### src/rtl/mipi_rffe_slave_if.sv
// Bundles the RFFE wire pair and the register-file side of the RFFE slave.
interface mipi_rffe_slave_if;
   logic       sclk_i;
   logic       sdata_i;
   logic       sdata_o;
   logic       sdata_oe;
   logic       reg_wr_vd;
   logic [4:0] reg_wr_addr;
   logic [7:0] reg_wr_data;
   logic [4:0] reg_rd_addr;
   logic [7:0] reg_rd_data;
   logic       frm_err;

   modport slave (
      input  sclk_i, sdata_i, reg_rd_data,
      output sdata_o, sdata_oe, reg_wr_vd, reg_wr_addr, reg_wr_data, reg_rd_addr, frm_err
   );

   modport master (
      output sclk_i, sdata_i, reg_rd_data,
      input  sdata_o, sdata_oe, reg_wr_vd, reg_wr_addr, reg_wr_data, reg_rd_addr, frm_err
   );
endinterface

### src/rtl/mipi_rffe_slave.sv
// MIPI RFFE slave: oversampled SSC detection, Register Write / Read / Register-0 Write
// decoding, with a register-file export and SDATA drive during read data.
module mipi_rffe_slave #(
   parameter logic [3:0]  USID     = 4'hA,
   parameter int unsigned SYNC_NFF = 2
) (
   input  logic              clk,
   input  logic              rst_n,
   mipi_rffe_slave_if.slave  bus
);
   localparam int unsigned CNT_W = 4;
   localparam int unsigned SH_W  = 12;
   localparam int unsigned TX_W  = 9;

   typedef enum logic [2:0] {IDLE, CMD, WDATA, RPARK, RDATA, EPARK} state_t;

   logic [SYNC_NFF-1:0] sclk_sync, sdata_sync;
   logic                sclk_p, sdata_p;
   logic                sclk_s, sdata_s;
   logic                sclk_rise, sclk_fall, sdata_rise, sdata_fall;
   logic                ssc_c;

   state_t              state_q, state_n;
   logic [CNT_W-1:0]    cnt_q, cnt_n;
   logic [SH_W-1:0]     sh_q, sh_n;
   logic [4:0]          waddr_q, waddr_n;
   logic [TX_W-1:0]     tx_q, tx_n;
   logic                arm_q, arm_n;

   logic                sdo_q, sdo_n, oe_q, oe_n;
   logic                wr_vd_q, wr_vd_n, err_q, err_n;
   logic [4:0]          wr_addr_q, wr_addr_n, rd_addr_q, rd_addr_n;
   logic [7:0]          wr_data_q, wr_data_n;

   logic [12:0]         cmd_frame;
   logic [8:0]          dat_frame;
   logic [3:0]          sa;
   logic [7:0]          cmd;

   // Input synchronisers plus one-sample history for edge detection.
   always_ff @(posedge clk) begin
      if (!rst_n) begin
         sclk_sync  <= '0;
         sdata_sync <= '0;
         sclk_p     <= 1'b0;
         sdata_p    <= 1'b0;
      end else begin
         sclk_sync  <= {sclk_sync[SYNC_NFF-2:0], bus.sclk_i};
         sdata_sync <= {sdata_sync[SYNC_NFF-2:0], bus.sdata_i};
         sclk_p     <= sclk_s;
         sdata_p    <= sdata_s;
      end
   end

   assign sclk_s     = sclk_sync[SYNC_NFF-1];
   assign sdata_s    = sdata_sync[SYNC_NFF-1];
   assign sclk_rise  = sclk_s & ~sclk_p;
   assign sclk_fall  = ~sclk_s & sclk_p;
   assign sdata_rise = sdata_s & ~sdata_p;
   assign sdata_fall = ~sdata_s & sdata_p;

   // SSC completes on an armed SDATA fall with SCLK low for both samples.
   assign ssc_c = arm_q & sdata_fall & ~sclk_s & ~sclk_p & ~oe_q;

   assign cmd_frame = {sh_q, sdata_s};
   assign dat_frame = {sh_q[7:0], sdata_s};
   assign sa        = cmd_frame[12:9];
   assign cmd       = cmd_frame[8:1];

   always_ff @(posedge clk) begin
      if (!rst_n) begin
         state_q   <= IDLE;
         cnt_q     <= '0;
         sh_q      <= '0;
         waddr_q   <= '0;
         tx_q      <= '0;
         arm_q     <= 1'b0;
         sdo_q     <= 1'b0;
         oe_q      <= 1'b0;
         wr_vd_q   <= 1'b0;
         wr_addr_q <= '0;
         wr_data_q <= '0;
         rd_addr_q <= '0;
         err_q     <= 1'b0;
      end else begin
         state_q   <= state_n;
         cnt_q     <= cnt_n;
         sh_q      <= sh_n;
         waddr_q   <= waddr_n;
         tx_q      <= tx_n;
         arm_q     <= arm_n;
         sdo_q     <= sdo_n;
         oe_q      <= oe_n;
         wr_vd_q   <= wr_vd_n;
         wr_addr_q <= wr_addr_n;
         wr_data_q <= wr_data_n;
         rd_addr_q <= rd_addr_n;
         err_q     <= err_n;
      end
   end

   always_comb begin
      state_n   = state_q;
      cnt_n     = cnt_q;
      sh_n      = sh_q;
      waddr_n   = waddr_q;
      tx_n      = tx_q;
      arm_n     = arm_q;
      sdo_n     = sdo_q;
      oe_n      = oe_q;
      wr_vd_n   = 1'b0;
      wr_addr_n = wr_addr_q;
      wr_data_n = wr_data_q;
      rd_addr_n = rd_addr_q;
      err_n     = 1'b0;

      // Arm only on an SDATA rise inside a quiet SCLK-low window; any SCLK activity disarms.
      if (oe_q || sclk_s || sclk_p) arm_n = 1'b0;
      else if (sdata_rise)          arm_n = 1'b1;
      else if (sdata_fall)          arm_n = 1'b0;

      if (ssc_c) begin
         state_n = CMD;
         cnt_n   = '0;
      end else begin
         case (state_q)
            IDLE: ;
            CMD: begin
               if (sclk_fall) begin
                  sh_n  = {sh_q[SH_W-2:0], sdata_s};
                  cnt_n = cnt_q + CNT_W'(1);
                  if (cnt_q == CNT_W'(12)) begin
                     cnt_n   = '0;
                     state_n = IDLE;
                     if (!(^cmd_frame)) begin
                        err_n = 1'b1;
                     end else if (sa == USID || sa == 4'h0) begin
                        if (cmd[7]) begin
                           wr_vd_n   = 1'b1;
                           wr_addr_n = 5'd0;
                           wr_data_n = {1'b0, cmd[6:0]};
                        end else if (cmd[7:5] == 3'b010) begin
                           waddr_n = cmd[4:0];
                           state_n = WDATA;
                        end else if (cmd[7:5] == 3'b011 && sa == USID) begin
                           rd_addr_n = cmd[4:0];
                           state_n   = RPARK;
                        end
                     end
                  end
               end
            end
            WDATA: begin
               if (sclk_fall) begin
                  sh_n  = {sh_q[SH_W-2:0], sdata_s};
                  cnt_n = cnt_q + CNT_W'(1);
                  if (cnt_q == CNT_W'(8)) begin
                     cnt_n   = '0;
                     state_n = IDLE;
                     if (^dat_frame) begin
                        wr_vd_n   = 1'b1;
                        wr_addr_n = waddr_q;
                        wr_data_n = dat_frame[8:1];
                     end else begin
                        err_n = 1'b1;
                     end
                  end
               end
            end
            RPARK: begin
               // End-of-park fall: capture read data with its odd parity bit.
               if (sclk_fall) begin
                  tx_n    = {bus.reg_rd_data, ~^bus.reg_rd_data};
                  cnt_n   = '0;
                  state_n = RDATA;
               end
            end
            RDATA: begin
               if (sclk_rise) begin
                  oe_n  = 1'b1;
                  sdo_n = tx_q[TX_W-1];
                  tx_n  = {tx_q[TX_W-2:0], 1'b0};
                  cnt_n = cnt_q + CNT_W'(1);
                  if (cnt_q == CNT_W'(8)) begin
                     cnt_n   = '0;
                     state_n = EPARK;
                  end
               end
            end
            EPARK: begin
               // cnt marks that the park rise has been driven; the trailing parity fall is skipped.
               if (sclk_rise) begin
                  sdo_n = 1'b0;
                  oe_n  = 1'b1;
                  cnt_n = CNT_W'(1);
               end else if (sclk_fall && cnt_q == CNT_W'(1)) begin
                  oe_n    = 1'b0;
                  cnt_n   = '0;
                  state_n = IDLE;
               end
            end
            default: state_n = IDLE;
         endcase
      end
   end

   assign bus.sdata_o     = sdo_q;
   assign bus.sdata_oe    = oe_q;
   assign bus.reg_wr_vd   = wr_vd_q;
   assign bus.reg_wr_addr = wr_addr_q;
   assign bus.reg_wr_data = wr_data_q;
   assign bus.reg_rd_addr = rd_addr_q;
   assign bus.frm_err     = err_q;
endmodule

### src/flat_wrapper.sv
// flat-port wrapper written by rule: the top's interface ports become plain ports
module mipi_rffe_slave_flat 
#(
   parameter logic [3:0]  USID     = 4'hA,
   parameter int unsigned SYNC_NFF = 2
)
  (clk, rst_n, bus_sclk_i, bus_sdata_i, bus_reg_rd_data, bus_sdata_o, bus_sdata_oe, bus_reg_wr_vd, bus_reg_wr_addr, bus_reg_wr_data, bus_reg_rd_addr, bus_frm_err);
  mipi_rffe_slave_if bus_i ();
  input  logic clk;
  input  logic rst_n;
  input wire logic [$bits(bus_i.sclk_i)-1:0] bus_sclk_i;
  input wire logic [$bits(bus_i.sdata_i)-1:0] bus_sdata_i;
  input wire logic [$bits(bus_i.reg_rd_data)-1:0] bus_reg_rd_data;
  output wire logic [$bits(bus_i.sdata_o)-1:0] bus_sdata_o;
  output wire logic [$bits(bus_i.sdata_oe)-1:0] bus_sdata_oe;
  output wire logic [$bits(bus_i.reg_wr_vd)-1:0] bus_reg_wr_vd;
  output wire logic [$bits(bus_i.reg_wr_addr)-1:0] bus_reg_wr_addr;
  output wire logic [$bits(bus_i.reg_wr_data)-1:0] bus_reg_wr_data;
  output wire logic [$bits(bus_i.reg_rd_addr)-1:0] bus_reg_rd_addr;
  output wire logic [$bits(bus_i.frm_err)-1:0] bus_frm_err;
  assign bus_i.sclk_i = bus_sclk_i;
  assign bus_i.sdata_i = bus_sdata_i;
  assign bus_i.reg_rd_data = bus_reg_rd_data;
  assign bus_sdata_o = bus_i.sdata_o;
  assign bus_sdata_oe = bus_i.sdata_oe;
  assign bus_reg_wr_vd = bus_i.reg_wr_vd;
  assign bus_reg_wr_addr = bus_i.reg_wr_addr;
  assign bus_reg_wr_data = bus_i.reg_wr_data;
  assign bus_reg_rd_addr = bus_i.reg_rd_addr;
  assign bus_frm_err = bus_i.frm_err;
  mipi_rffe_slave #(.USID(USID), .SYNC_NFF(SYNC_NFF)) u_core (.clk(clk), .rst_n(rst_n), .bus(bus_i));
endmodule
### config.mk
export PLATFORM = sky130hd
export DESIGN_NAME = mipi_rffe_slave_flat
export DESIGN_NICKNAME = d
export VERILOG_FILES = /design/src/rtl/mipi_rffe_slave_if.sv /design/src/rtl/mipi_rffe_slave.sv /design/src/flat_wrapper.sv
export SDC_FILE = /design/constraint.sdc
export NUM_CORES = 1
export LEC_CHECK = 0
export CORE_ASPECT_RATIO = 0.5
export CORE_MARGIN = 3
export CORE_UTILIZATION = 50
export DETAILED_ROUTE_END_ITERATION = 12
export MAX_ROUTING_LAYER = met4
export PLACE_DENSITY = 0.85
export SYNTH_ARGS = -nofsm -noshare
export SYNTH_HDL_FRONTEND = slang
export SYNTH_SLANG_ARGS = --single-unit
### constraint.sdc
create_clock -name clk -period 2.2 [get_ports clk]
set_input_delay 0.33 -clock clk [delete_from_list [all_inputs] [get_ports clk]]
set_output_delay 0.33 -clock clk [all_outputs]
set_load 0.1 [all_outputs]
==> flow_metrics.py <==
metrics = {
    "global_routing": {
        "grt_max_degree": 38,
        "track_usage_pct": 19.68,
        "antenna_found_initial": 0,
        "grt_pass1_vias": 2385,
        "grt_first_pass_wirelength_um": 11030,
        "overflow": 0,
    },
    "synth": {
        "async_flop_share_pct": 0,
        "synth_common_cells": "dfxtp_1 (62), nand2_1 (47), mux2i_1 (42), nor2b_1 (26), xnor2_1 (15)",
        "avgSynthCellArea_um2": 9.581,
        "synth_seq_cells": 62,
        "yosysWarnings": 0,
        "syn_area_um2": 3104,
        "yosysSeqAreaShare_pct": 39.98,
        "synth-main-ff-cell": "dfxtp_1",
        "synthMostInstantiatedCell": "dfxtp_1",
        "synth_edf_count": 0,
        "post-synth-top-area-fraction_pct": 39.98,
        "syn_inst": 324,
        "syn-num-nets": 343,
        "synth_largest_area_cell": "dfxtp_1",
        "yosys-top-cells-area": "dfxtp_1 (40%), mux2i_1 (14%), nand2_1 (5.7%)",
        "synth_cell_type_count": 53,
    },
    "worst_setup_path": {
        "slowest_stage": "or4_1",
        "startpoint": "u_core.cnt_q[0]$_SDFFE_PP0P_",
        "required_ns": 2.46,
        "rr_worst_depth": 8,
        "critPathBufInv": 1,
        "worstPathArrival_ns": 2.38,
        "worst_path_largest_cell_delay_ns": 0.49,
        "cp-end-kind": "flop",
        "cp_max_fo": 6,
        "cp_cell_sequence": "inv_1 -> ha_2 -> nand2_2 -> or2_0 -> a221oi_2 -> o32ai_2 -> or4_1 -> a21oi_1",
        "crit_path_start_kind": "flop",
        "r2r_start": "u_core.cnt_q[0]$_SDFFE_PP0P_",
        "cp.depth": 8,
        "cp_top_family": "simple AND/OR/NAND/NOR gates",
        "r2r_slack_ns": 0.08,
        "path_class": "flop to flop",
        "timing.rr.end": "u_core.state_q[1]$_SDFFE_PP0P_",
        "crit_end": "u_core.state_q[1]$_SDFFE_PP0P_",
    },
    "clock_tree": {
        "clk_pin_slew_ns": 0.05,
        "cts_num_sinks": 62,
        "cts_buffers": 9,
        "worstSkewPairLatency_ns": 0.33,
        "htree_levels": 3,
        "cts_max_path_buffers": 2,
        "hold_buffers": 0,
        "cts_tree": "done",
        "cts-root-buf": "clkbuf_16",
    },
    "floorplan": {
        "ioPinCount": 34,
        "core_area_um2": 5729,
        "rows": 19,
        "die-area_um2": 7247,
        "die_x_um": 117.4,
        "start_util_pct": 54.18,
        "die_h_um": 61.72,
    },
    "timing": {
        "fmax_ghz": 0.4717,
        "clock-skew-final_ns": 0.01010,
        "setup_ws_ns": 0.07985,
        "finalHoldViolCount": 0,
        "drv_slew": 0,
        "worst_pin_slew_ns": 0.5806,
        "hold_slack_ns": 0.4376,
        "fin_crit_ns": 2.120,
        "slew_headroom_pct": 61.29,
        "setup_violations": 0,
        "fin_crit_sh_pct": 96.37,
    },
    "detailed_routing": {
        "first_pass_iters": 4,
        "ant_nets": 0,
        "vias": 2399,
        "wl_per_cell_um": 14.44,
        "drc": 0,
        "drt_first_iter_violations": 150,
        "totalWireLength_um": 6584,
        "via_per_inst": 5.261,
    },
    "cells_and_area": {
        "drive_gt1_share_pct": 20.16,
        "diodes": 0,
        "area_delta_synth_final_pct": 24.95,
        "fin_nets": 386,
    },
    "run": {
        "cap_violations": 0,
    },
    "placed_design": {
        "place.port_buffers": 33,
        "dp_slack_ns": -0.004178,
        "gp_congestion": 0.8632,
        "dp_hpwl_um": 4330,
    },
    "pwr": {
        "pwr_density_cell_nw_per_um2": 743.1,
        "p_total_mw": 2.882,
        "leakage_nw": 1.630,
        "peakVddDrop_mv": 0.3693,
    },
    "worst_hold_path": {
        "min_path_type": "flop to flop",
        "holdPathStages": 1,
    },
    "run_status": {
        "outcome": "complete, no violations",
    },
}
-- metal layers --
layer	global-route usage [%]	part of all wire (%)
met1	21.88	44
met2	35.08	50
met3	5.515	4.4
met4	7.846	2.0
met5	-	0
-- where the power goes --
| part | switching [mW] | total (mW) | internal, mW |
|---|---|---|---|
| Sequential | 0.00351 | 1.13 | 1.13 |
| Combinational | 0.0456 | 0.0956 | 0.0500 |
| Clock | 0.511 | 1.65 | 1.14 |
-- timing repair --
item                                    4_1_cts  5_1_grt
pin swaps                                     1        4
endpoints found under the setup margin        6       25
setup buffers                                 1        1
resized for setup                             2        6
-- state kept, by name, summed over array words and instances (netlist names) --
register / count
u_core.sdata_p: 1
u_core.bus.sdata_o: 1
u_core.sdata_sync: 2
u_core.arm_q: 1
u_core.waddr_q: 5
u_core.bus.reg_wr_data: 8
u_core.bus.frm_err: 1
u_core.sclk_sync: 2
u_core.bus.reg_rd_addr: 5
u_core.tx_q: 9
u_core.state_q: 3
u_core.bus.sdata_oe: 1
u_core.bus.reg_wr_addr: 5
u_core.sclk_p: 1
u_core.sh_q: 12
u_core.bus.reg_wr_vd: 1
u_core.cnt_q: 4
-- metrics by stage --
stage	utilization [%]	area, µm²	setup TNS (ns)	std cells
3_5_place_dp	60.28	3453	-0.004178	438
6_report	67.70	3879	0	456
5_1_grt	67.70	3879	-0.03265	456
4_1_cts	66.91	3834	0	455
2_1_floorplan	-	3104	0	324
3_3_place_gp	60.28	3453	0	438
-- layout by cell type (no fill, tap or decap), drive strengths merged, types with 2 or more instances in the layout --
master,Yosys,layout
nand3,6,6
ha,7,7
mux2i,42,42
clkbuf,6,10
xnor2,16,16
dfxtp,62,62
bufinv,0,3
or2,3,3
nor2b,26,26
and3,2,2
nor2,13,13
or3,2,2
clkdlybuf4s50,0,10
o31ai,2,2
nor4,2,2
inv,8,10
buf,11,41
xor2,5,5
o211a,9,9
o21ai,8,8
nand2,48,48
and2,7,7
o22ai,2,2
a21oi,10,10
and2b,2,2
nor3,5,5
nand2b,2,2
a21boi,2,2
nand4,3,3
-- logic make-up (layout without fill, tap and decap cells) --
| family | after synthesis | count (layout) | share of synthesized area [%] |
|---|---|---|---|
| AND/OR/NAND/NOR | 127 | 127 | 22.33 |
| flip-flops | 62 | 62 | 39.98 |
| multiplexers | 42 | 42 | 13.54 |
| AO/OA/AOI/OAI | 38 | 38 | 8.424 |
| buffers and inverters | 27 | 75 | 6.247 |
| XOR/XNOR | 21 | 21 | 6.651 |
| adder cells (fa/ha/maj) | 7 | 7 | 2.821 |
-- how the worst min path moves through the flow --
stage                                    start  slack [ns]                               to
4_1_cts        u_core.sdata_sync[0]$_SDFF_PN0_        0.45  u_core.sdata_sync[1]$_SDFF_PN0_
3_5_place_dp    u_core.sclk_sync[0]$_SDFF_PN0_        0.43   u_core.sclk_sync[1]$_SDFF_PN0_
5_1_grt        u_core.sdata_sync[0]$_SDFF_PN0_        0.48  u_core.sdata_sync[1]$_SDFF_PN0_
6_report       u_core.sdata_sync[0]$_SDFF_PN0_        0.44  u_core.sdata_sync[1]$_SDFF_PN0_
3_3_place_gp   u_core.sdata_sync[0]$_SDFF_PN0_        0.41  u_core.sdata_sync[1]$_SDFF_PN0_
2_1_floorplan   u_core.sclk_sync[0]$_SDFF_PN0_        0.41   u_core.sclk_sync[1]$_SDFF_PN0_
-- worst register-to-register path, stage by stage, from the launching register on --
cell and delay (ns):
dfxtp_1 0.37, inv_1 0.12, ha_2 0.20, nand2_2 0.09, or2_0 0.26, a221oi_2 0.25, o32ai_2 0.13, or4_1 0.49
a21oi_1 0.15
-- cell type report --
type                            count  area [µm²]
Clock inverter                      6       115.1
Sequential cell                    62        1241
Timing Repair Buffer               51       421.7
Inverter                            8       35.03
Fill cell                         429        1851
Tap cell                           84       105.1
Multi-Input combinational cell    235        1722
Clock buffer                       10       239.0
No activity file was read; power rests on OpenSTA's default activity.
